$ cat config.mk
export PLATFORM = sky130hd
export DESIGN_NAME = platform_scroller
export DESIGN_NICKNAME = d
export VERILOG_FILES = /design/src/rtl/platform_scroller.sv
export SDC_FILE = /design/constraint.sdc
export NUM_CORES = 1
export LEC_CHECK = 0
export ABC_AREA = 0
export CORE_MARGIN = 2
export CORE_UTILIZATION = 30
export CTS_CLUSTER_DIAMETER = 200
export CTS_CLUSTER_SIZE = 40
export DETAILED_ROUTE_END_ITERATION = 8
export HOLD_SLACK_MARGIN = 0.02
export PLACE_DENSITY_LB_ADDON = 0.1
export SYNTH_ARGS = -nofsm -noshare
export SYNTH_HDL_FRONTEND = slang
export SYNTH_SLANG_ARGS = --single-unit
$ cat constraint.sdc
create_clock -name clk -period 7.2 [get_ports clk]
set_clock_uncertainty 0.1 [all_clocks]
set_input_delay 1.44 -clock clk [delete_from_list [all_inputs] [get_ports clk]]
set_output_delay 1.44 -clock clk [all_outputs]
set_load 0.02 [all_outputs]
$ cat src/rtl/platform_scroller.sv
// Platform chain with pseudo-random generation and a smooth scroll toward the base position.
// Optional auto-advance after an idle hold is enabled by defining PLAT_AUTO_ADVANCE_EN.
module platform_scroller #(
  parameter int unsigned NUM_SQ      = 3,
  parameter int unsigned COORD_W     = 8,
  parameter int unsigned DIST_MIN    = 13,
  parameter int unsigned DIST_RND_W  = 3,
  parameter int unsigned STEP_SFT    = 4,
  parameter int unsigned BASE_Y      = 100,
  parameter int unsigned BASE_XR     = 20,
  parameter int unsigned BASE_XL     = 40,
  parameter int unsigned INIT_LAYOUT = 1,
  parameter logic [15:0] SEED        = 16'hACE1
`ifdef PLAT_AUTO_ADVANCE_EN
  ,
  parameter int unsigned IDLE_HOLD   = 200
`endif
) (
  input  logic                       clk,
  input  logic                       rst,
  input  logic                       adv,
  output logic [NUM_SQ*COORD_W-1:0]  plat_x,
  output logic [NUM_SQ*COORD_W-1:0]  plat_y,
  output logic [NUM_SQ-1:0]          plat_color,
  output logic                       busy,
  output logic                       done
);

  localparam int unsigned RW = STEP_SFT + 1;
  localparam int unsigned DW = COORD_W + 1;
  localparam int unsigned LW = NUM_SQ - 1;

  localparam logic [1:0] S_IDLE   = 2'd0;
  localparam logic [1:0] S_GEN    = 2'd1;
  localparam logic [1:0] S_SHIFT  = 2'd2;
  localparam logic [1:0] S_COMMIT = 2'd3;

  localparam logic [RW-1:0]      RATIO_END = RW'(2 ** STEP_SFT);
  localparam logic [COORD_W-1:0] DMIN_C    = COORD_W'(DIST_MIN);
  localparam logic [COORD_W-1:0] BASE_Y_C  = COORD_W'(BASE_Y);
  localparam logic [COORD_W-1:0] BASE_XR_C = COORD_W'(BASE_XR);
  localparam logic [COORD_W-1:0] BASE_XL_C = COORD_W'(BASE_XL);
  localparam logic [15:0]        LFSR_TAPS = 16'hB400;

  function automatic logic [NUM_SQ-1:0] alt_color();
    logic [NUM_SQ-1:0] c;
    c = '0;
    for (int unsigned i = 0; i < NUM_SQ; i++) c[i] = (i % 2 == 0);
    return c;
  endfunction

  localparam logic [NUM_SQ-1:0] COLOR_INIT = alt_color();

  // Shifts the chain down by one platform and appends the new far-end bit.
  function automatic logic [LW-1:0] push_layout(input logic [LW-1:0] lay, input logic nb);
    logic [LW-1:0] r;
    r = '0;
    for (int unsigned i = 0; i + 2 < NUM_SQ; i++) r[i] = lay[i+1];
    r[LW-1] = nb;
    return r;
  endfunction

  logic [1:0]                   state_q, state_d;
  logic [LW-1:0]                layout_q, layout_d;
  logic [LW*COORD_W-1:0]        dist_q, dist_d;
  logic [NUM_SQ-1:0]            color_q, color_d;
  logic [RW-1:0]                ratio_q, ratio_d;
  logic signed [DW-1:0]         diffx_q, diffx_d;
  logic signed [DW-1:0]         diffy_q, diffy_d;
  logic [15:0]                  lfsr_q, lfsr_d;
  logic                         nlay_q, nlay_d;
  logic                         ncol_q, ncol_d;
  logic [COORD_W-1:0]           ndist_q, ndist_d;

  logic                         adv_eff;
  logic                         nlay_gen;
  logic [LW-1:0]                layout_gen;
  logic [COORD_W-1:0]           base_gen;
  logic [COORD_W-1:0]           px [NUM_SQ];
  logic [COORD_W-1:0]           py [NUM_SQ];
  logic signed [DW+RW:0]        prodx, prody;
  logic [COORD_W-1:0]           offx, offy;

`ifdef PLAT_AUTO_ADVANCE_EN
  localparam int unsigned CNT_W = (IDLE_HOLD > 1) ? $clog2(IDLE_HOLD) : 1;
  logic [CNT_W-1:0] idle_cnt_q, idle_cnt_d;
  logic             auto_adv;

  // The last idle cycle before the hold expires raises the advance, so exactly
  // IDLE_HOLD idle cycles pass before busy rises.
  assign auto_adv = (state_q == S_IDLE) && (idle_cnt_q == CNT_W'(IDLE_HOLD - 1));
  assign adv_eff  = adv | auto_adv;

  always_comb begin
    idle_cnt_d = '0;
    if (state_q == S_IDLE && !adv_eff) idle_cnt_d = idle_cnt_q + CNT_W'(1);
  end

  always_ff @(posedge clk or posedge rst) begin
    if (rst) idle_cnt_q <= '0;
    else     idle_cnt_q <= idle_cnt_d;
  end
`else
  assign adv_eff = adv;
`endif

  always_comb begin
    px[0] = layout_q[0] ? BASE_XL_C : BASE_XR_C;
    py[0] = BASE_Y_C;
    for (int unsigned i = 1; i < NUM_SQ; i++) begin
      px[i] = layout_q[i-1] ? px[i-1] - dist_q[(i-1)*COORD_W +: COORD_W]
                            : px[i-1] + dist_q[(i-1)*COORD_W +: COORD_W];
      py[i] = py[i-1] - dist_q[(i-1)*COORD_W +: COORD_W];
    end
  end

  always_comb begin
    prodx = diffx_q * $signed({1'b0, ratio_q});
    prody = diffy_q * $signed({1'b0, ratio_q});
    offx  = '0;
    offy  = '0;
    if (state_q == S_SHIFT) begin
      offx = COORD_W'(prodx >>> STEP_SFT);
      offy = COORD_W'(prody >>> STEP_SFT);
    end
  end

  always_comb begin
    plat_x = '0;
    plat_y = '0;
    for (int unsigned i = 0; i < NUM_SQ; i++) begin
      plat_x[i*COORD_W +: COORD_W] = px[i] + offx;
      plat_y[i*COORD_W +: COORD_W] = py[i] + offy;
    end
  end

  assign plat_color = color_q;
  assign busy       = (state_q != S_IDLE);
  assign done       = (state_q == S_COMMIT);

  assign lfsr_d = {1'b0, lfsr_q[15:1]} ^ (lfsr_q[0] ? LFSR_TAPS : 16'h0000);

  // The scroll target is where platform 1 will sit once it becomes platform 0.
  assign nlay_gen   = (lfsr_q[3:0] > 4'd13) ? layout_q[LW-1] : ~layout_q[LW-1];
  assign layout_gen = push_layout(layout_q, nlay_gen);
  assign base_gen   = layout_gen[0] ? BASE_XL_C : BASE_XR_C;

  always_comb begin
    state_d  = state_q;
    layout_d = layout_q;
    dist_d   = dist_q;
    color_d  = color_q;
    ratio_d  = ratio_q;
    diffx_d  = diffx_q;
    diffy_d  = diffy_q;
    nlay_d   = nlay_q;
    ncol_d   = ncol_q;
    ndist_d  = ndist_q;
    unique case (state_q)
      S_IDLE: begin
        if (adv_eff) state_d = S_GEN;
      end
      S_GEN: begin
        nlay_d  = nlay_gen;
        ncol_d  = lfsr_q[4];
        ndist_d = DMIN_C + COORD_W'(lfsr_q[5 +: DIST_RND_W]);
        diffx_d = $signed({1'b0, base_gen}) - $signed({1'b0, px[1]});
        diffy_d = $signed({1'b0, BASE_Y_C}) - $signed({1'b0, py[1]});
        ratio_d = '0;
        state_d = S_SHIFT;
      end
      S_SHIFT: begin
        if (ratio_q == RATIO_END) begin
          layout_d = push_layout(layout_q, nlay_q);
          color_d  = {ncol_q, color_q[NUM_SQ-1:1]};
          for (int unsigned i = 0; i + 2 < NUM_SQ; i++)
            dist_d[i*COORD_W +: COORD_W] = dist_q[(i+1)*COORD_W +: COORD_W];
          dist_d[(LW-1)*COORD_W +: COORD_W] = ndist_q;
          ratio_d  = '0;
          state_d  = S_COMMIT;
        end else begin
          ratio_d = ratio_q + RW'(1);
        end
      end
      S_COMMIT: begin
        state_d = S_IDLE;
      end
      default: state_d = S_IDLE;
    endcase
  end

  always_ff @(posedge clk or posedge rst) begin
    if (rst) begin
      state_q  <= S_IDLE;
      layout_q <= LW'(INIT_LAYOUT);
      dist_q   <= {LW{DMIN_C}};
      color_q  <= COLOR_INIT;
      ratio_q  <= '0;
      diffx_q  <= '0;
      diffy_q  <= '0;
      lfsr_q   <= SEED;
      nlay_q   <= 1'b0;
      ncol_q   <= 1'b0;
      ndist_q  <= DMIN_C;
    end else begin
      state_q  <= state_d;
      layout_q <= layout_d;
      dist_q   <= dist_d;
      color_q  <= color_d;
      ratio_q  <= ratio_d;
      diffx_q  <= diffx_d;
      diffy_q  <= diffy_d;
      lfsr_q   <= lfsr_d;
      nlay_q   <= nlay_d;
      ncol_q   <= ncol_d;
      ndist_q  <= ndist_d;
    end
  end

endmodule

==> results of run 1 <==
cell families (layout without fill, tap and decap cells):
group / after synthesis / after routing
flip-flops: 62 / 62
XOR/XNOR: 76 / 76
AND/OR/NAND/NOR: 194 / 194
AO/OA/AOI/OAI: 132 / 132
buffers and inverters: 157 / 237
multiplexers: 26 / 26
adder cells (fa/ha/maj): 155 / 155
layout make-up:
class                   instances  area [um2]
inverters                     137         514
clock buffers                  11         243
fillers                      2573       15400
well taps                     324         405
repair buffers                 84         778
flip-flops and latches         62        1580
clock inverters                 5        33.8
multi-input cells             583        5180
power by group:
part | switching (uW) | internal [uW]
Clock | 162 | 242
Combinational | 341 | 242
Sequential | 42.0 | 379
what timing repair did:
action | 4_1_cts | 5_1_grt
buffers inserted | 0 | 1
resized for setup | 5 | 25
gates cloned | 0 | 0
hold endpoints to repair | 0 | 0
pin swaps | 0 | 1
setup endpoints to repair | 8 | 14
flip-flops by register name, indices dropped and copies added, names as in the netlist:
register	cells
lfsr_q	16
dist_q	10
diffx_q	9
diffy_q	8
ndist_q	5
ratio_q	5
plat_color	3
layout_q	2
state_q	2
ncol_q	1
nlay_q	1
worst register-to-register path, stage by stage (launching register included):
cell	delay (ps)
dfstp_2	740
inv_1	300
ha_1	420
xnor2_1	140
nand2_1	60
a21boi_1	150
buf_4	150
inv_1	40
ha_1	310
a21o_1	190
a21oi_1	210
o21bai_1	100
a21oi_1	230
xnor2_1	150
a21oi_1	80
metrics by stage:
stage / setup slack, ps / instances / setup TNS (ps) / utilization
6_report: 268 / 1206 / 0 / 0.362
5_1_grt: 8.29 / 1206 / 0 / 0.362
4_1_cts: -159 / 1205 / -304 / 0.359
3_5_place_dp: 158 / 1189 / 0 / 0.348
3_3_place_gp: 193 / 1189 / 0 / 0.348
2_1_floorplan: 315 / 802 / 0 / -
layer usage:
layer | up-vias | GRT usage
li1 | 2737 | -
met3 | 9 | 0.0197
met2 | 33 | 0.239
met4 | 0 | 0.0188
met5 | - | 0
met1 | 2589 | 0.200
placed cells by master, fill, tap and decap left out, types with 7 or more instances in the layout:
cell,synthesis,final
fa_1,57,57
and2_1,58,58
o21a_1,7,7
dfstp_2,20,20
ha_1,98,97
nor3_1,13,11
dlymetal6s2s_1,0,9
xor2_1,22,22
o21ai_0,12,11
clkbuf_16,0,9
xnor2_1,52,52
o21ai_1,17,18
nor2_1,40,38
nand3_1,12,12
o21bai_1,11,11
a21oi_1,49,45
clkdlybuf4s50_1,0,42
dfrtp_1,42,40
a21o_1,14,14
buf_4,0,29
nand2_1,46,46
mux2_2,18,18
inv_1,134,133
how the worst min path moves through the flow:
stage / startpoint / endpoint / slack, ps / cells after the start
detailed placement: lfsr_q[8] / lfsr_q[7] / 240 / 0
CTS: lfsr_q[8] / lfsr_q[7] / 250 / 0
global route: lfsr_q[8] / lfsr_q[7] / 270 / 0
global placement: lfsr_q[8] / lfsr_q[7] / 230 / 0
finish: lfsr_q[8] / lfsr_q[7] / 250 / 0
floorplan: lfsr_q[9] / lfsr_q[8] / 230 / 0
==> impl_metrics.json, run 1 <==
{
  "clk_path_buf_depth": 2,
  "clk_latency_ps": 330,
  "crit_top_cell": "fa_1",
  "top_layer": "met4",
  "yosysTopAreaCell": "ha_1",
  "setup_violations": 0,
  "dominantRegCellSynth": "dfrtp_1",
  "drt-wirelength-per-cell_um": 14.4,
  "grt_pass1_vias": 5562,
  "wl_met2_mm": 8.23,
  "irDropWorstVdd_uv": 125,
  "worstPathMaxFanout": 9,
  "cts_buffers": 9,
  "synth.top_cell.area_share": 0.168,
  "worstPathCellList": "and2_1, fa_1, inv_1, fa_1, fa_1, inv_1, ha_1, nor2b_1, nor3_2, fa_1, ha_1, a21o_1, a21oi_1, xnor2_1, clkdlybuf4s50_1",
  "avgSynthCellArea_um2": 9.11,
  "std_cell_rows": 57,
  "root_buffer": "clkbuf_16",
  "holdWs_ps": 254,
  "cap_violations": 0,
  "postCtsHoldBufs": 0,
  "initial_utilization": 0.303,
  "async_flop_share": 1.00,
  "areaGrowthSynthToFinish_pct": 19.5,
  "drt_wl_total_mm": 17.4,
  "synth-xor-area-share": 0.0949,
  "slowest_delay_ps": 640,
  "critPathRequiredTime_ps": 5660,
  "num_vias": 5368,
  "yosys.area_share.simple": 0.134,
  "nNetsFinal": 1035,
  "rrSetupSlack_ps": 3690,
  "hpwlAfterDp_mm": 14.3,
  "r2r_start": "layout_q[0]",
  "crit_path_end": "plat_y[19]",
  "h-tree-depth": 3,
  "dpl_cell_area_um2": 8390,
  "synth_top_family_by_area": "adder cells",
  "track_usage": 0.142,
  "dieHeight_um": 160,
  "antenna_cells": 0,
  "max_freq_mhz": 144,
  "synth-edff-count": 0,
  "io_buffers": 55,
  "yosys_warnings": 0,
  "syn_area_um2": 7300,
  "synth_cells": 802,
  "synth.most_common_cell": "inv_1",
  "cts.sinks": 62,
  "slowest_stage": "clkdlybuf4s50_1",
  "status": "completed",
  "worstSetupPathType": "reg2out",
  "synth_commonest_cells": "inv_1 (134), ha_1 (98), and2_1 (58)",
  "fin_crit_ps": 6930,
  "worstRegToRegCells": 14,
  "antenna_found_initial": 0,
  "postRouteAntennaNets": 0,
  "critPathArrivalTime_ps": 5390,
  "place.gp.congestion": 0.763,
  "ys_ff_latch": 62,
  "synth_cell_type_count": 49,
  "leakage_uw": 0.00435,
  "yosysSeqAreaShare": 0.216,
  "met1_length_mm": 8.77,
  "worst_slew_pin_slew_ps": 869,
  "synth.area.top_cells": "ha_1 (17%), fa_1 (16%), dfrtp_1 (14%), dfstp_2 (7.2%), inv_1 (6.9%)",
  "die_w_um": 160,
  "cts_tree": "yes",
  "io_pins": 56,
  "synth_compound_area_frac": 0.110,
  "power_uw": 1410,
  "vias_per_cell": 4.45,
  "grt_overflow_total": 0,
  "post-route-drc-count": 0,
  "path_delay_family": "adder cells",
  "synthAdderAreaFrac": 0.324,
  "final_cell_area_um2": 8730,
  "crit_buf_inv": 3,
  "power_density_nw_per_um2": 161,
  "drt_iter0_markers": 152,
  "hp-class": "reg2reg",
  "finalCritPeriodShare": 0.963,
  "cts.clk_slew.worst_paths_ps": 50,
  "drive_gt1_frac": 0.121,
  "rsz0062_at_grt": "no",
  "drt_pass1_iterations": 4,
  "hold_violations": 0,
  "synth_mux_area_frac": 0.0394,
  "core-area_um2": 24100,
  "synth_nets": 960,
  "crit_start": "ratio_q[2]",
  "grt_max_degree": 63,
  "finalMaxSlewViolations": 0,
  "end_kind": "primary output",
  "wl_met3_um": 300,
  "crit_cells": 15,
  "reg2reg_to": "diffx_q[6]",
  "grt_pass1_wl_mm": 29.1,
  "crit_path_start_kind": "flip-flop",
  "dieArea_um2": 25600,
  "relSlewSlack": 0.419
}
No activity file was read; power rests on OpenSTA's default activity.
==> run 2, diff against run 1 <==
- GPL_TIMING_DRIVEN: default -> 0
==> impl_metrics.json, run 2 (synthesis results as in run 1) <==
{
  "finalCritPeriodShare": 0.989,
  "slowest_delay_ps": 570,
  "worstPathCellList": "clkbuf_4, and2_1, fa_1, inv_1, fa_1, fa_1, inv_1, ha_1, a21oi_1, o21ai_1, o21a_1, o21a_1, nor3_4, ha_1, o21a_1, o21a_1, nor2_1, xnor3_1, dlygate4sd2_1",
  "power_density_nw_per_um2": 167,
  "crit_buf_inv": 4,
  "final_common_cell": "inv_1",
  "io_buffers": 55,
  "worst_slew_pin_slew_ps": 1040,
  "final_cell_area_um2": 8800,
  "grt_max_degree": 63,
  "dpl_cell_area_um2": 8270,
  "hp-class": "reg2reg",
  "finalMaxSlewViolations": 0,
  "die_w_um": 160,
  "grt_pass1_wl_mm": 30.6,
  "std_cell_rows": 57,
  "path_delay_family": "adder cells",
  "core-area_um2": 24100,
  "clk_path_buf_depth": 2,
  "tns_ps": 0,
  "clk_latency_ps": 330,
  "crit_top_cell": "o21a_1",
  "grt_overflow_total": 0,
  "cap_violations": 0,
  "hold_violations": 0,
  "drt_pass1_iterations": 4,
  "dieHeight_um": 160,
  "dieArea_um2": 25600,
  "nNetsFinal": 1037,
  "h-tree-depth": 3,
  "num_vias": 5450,
  "reg_top3": "lfsr_q x16, dist_q x10, diffx_q x9",
  "antenna_found_initial": 0,
  "antenna_cells": 0,
  "post-route-drc-count": 0,
  "drt_wl_total_mm": 18.1,
  "holdWs_ps": 253,
  "hpwlAfterDp_mm": 14.7,
  "top_register": "lfsr_q",
  "drive_gt1_frac": 0.128,
  "relSlewSlack": 0.309,
  "io_pins": 56,
  "cts_buffers": 9,
  "grt_pass1_vias": 5788,
  "dp_slack_ps": -954,
  "worstPathMaxFanout": 10,
  "end_kind": "primary output",
  "initial_utilization": 0.303,
  "largest_register_ffs": 16,
  "leakage_uw": 0.00428,
  "cts.clk_slew.worst_paths_ps": 60,
  "irDropWorstVdd_uv": 121,
  "fin_ws_ps": 79.3,
  "critPathRequiredTime_ps": 5660,
  "crit_path_start_kind": "flip-flop",
  "vias_per_cell": 4.51,
  "postCtsHoldBufs": 0,
  "drt_iter0_markers": 169,
  "root_buffer": "clkbuf_16",
  "drt-wirelength-per-cell_um": 15.0,
  "worstSetupPathType": "reg2out",
  "place.gp.congestion": 0.756,
  "track_usage": 0.150,
  "areaGrowthSynthToFinish_pct": 20.4,
  "fill_cells": 2560,
  "critPathArrivalTime_ps": 5580,
  "status": "completed",
  "postRouteAntennaNets": 0,
  "cts.sinks": 62,
  "setup_violations": 0,
  "rsz0062_at_grt": "yes",
  "fin_crit_ps": 7120,
  "max_freq_mhz": 140,
  "power_uw": 1470,
  "cts_tree": "yes",
  "slowest_stage": "fa_1",
  "final_cell_mix": "inv_1 (131), ha_1 (94), and2_1 (58)"
}
run 2: cell count changes in the layout (fill, tap and decap cells not counted), moves of 2 or more:
cell,delta
buf_4,-14
clkbuf_1,+11
dfrtp_2,+2
nor2b_1,-2
ha_4,+2
ha_1,-3
dlymetal6s2s_1,-3
dfrtp_1,-2
nor3_4,+2
clkbuf_4,+2
nor3_1,-2
inv_1,-2
run 2: worst reg2reg max path, delay by kind of cell, from the launching register on:
kind / cells / cell delay [ps]
flops: 1 / 670
fa+ha+maj: 2 / 740
xor+xnor: 2 / 270
buf+inv: 3 / 710
compound gates: 6 / 1180
simple gates: 1 / 60
run 2: layer usage:
| layer | global-route usage | up-vias | routed length, um | share of wire |
|---|---|---|---|---|
| li1 | - | 2748 | - | - |
| met2 | 0.262 | 21 | 8950 | 0.49 |
| met3 | 0.0205 | 6 | 221 | 0.012 |
| met1 | 0.203 | 2675 | 8880 | 0.49 |
| met5 | 0 | - | 0 | 0 |
| met4 | 0.0197 | 0 | 51 | 0.0028 |
run 2: final cells by class:
| type | count | area [um2] | share of cell area |
|---|---|---|---|
| multi-input cells | 583 | 5260 | 0.598 |
| flip-flops and latches | 62 | 1580 | 0.180 |
| repair buffers | 69 | 649 | 0.0738 |
| inverters | 137 | 517 | 0.0587 |
| well taps | 324 | 405 | 0.0461 |
| clock buffers | 10 | 229 | 0.0260 |
| plain buffers | 17 | 90.1 | 0.0102 |
| clock inverters | 6 | 61.3 | 0.00697 |
run 2: path summary, 6_finish.rpt:
| check | from | cells after the start | end | slack [ps] |
|---|---|---|---|---|
| min reg2reg | lfsr_q[8] | 0 | lfsr_q[7] | 250 |
| max in group asynchronous | rst | 2 | ratio_q[1] | 4920 |
| max reg2reg | layout_q[0] | 14 | diffx_q[6] | 3320 |
| min in group asynchronous | rst | 2 | ncol_q | 1500 |
| max | ratio_q[2] | 19 | plat_x[23] | 80 |
| min | lfsr_q[8] | 0 | lfsr_q[7] | 250 |
run 2: stage by stage:
stage           util  std cells
2_1_floorplan      -        802
3_3_place_gp   0.343       1181
3_5_place_dp   0.343       1181
4_1_cts        0.361       1204
5_1_grt        0.365       1208
6_report       0.365       1208
run 2: repair_timing:
action                                  CTS  global route
endpoints found under the setup margin   32            16
pin swaps                                 3             6
gates resized for setup                  41            25
setup buffers                            10             4
run 2: power breakdown:
group | switching, uW | internal (uW)
Sequential | 43.9 | 379
Combinational | 366 | 242
Clock | 170 | 267
Total | 580 | 888
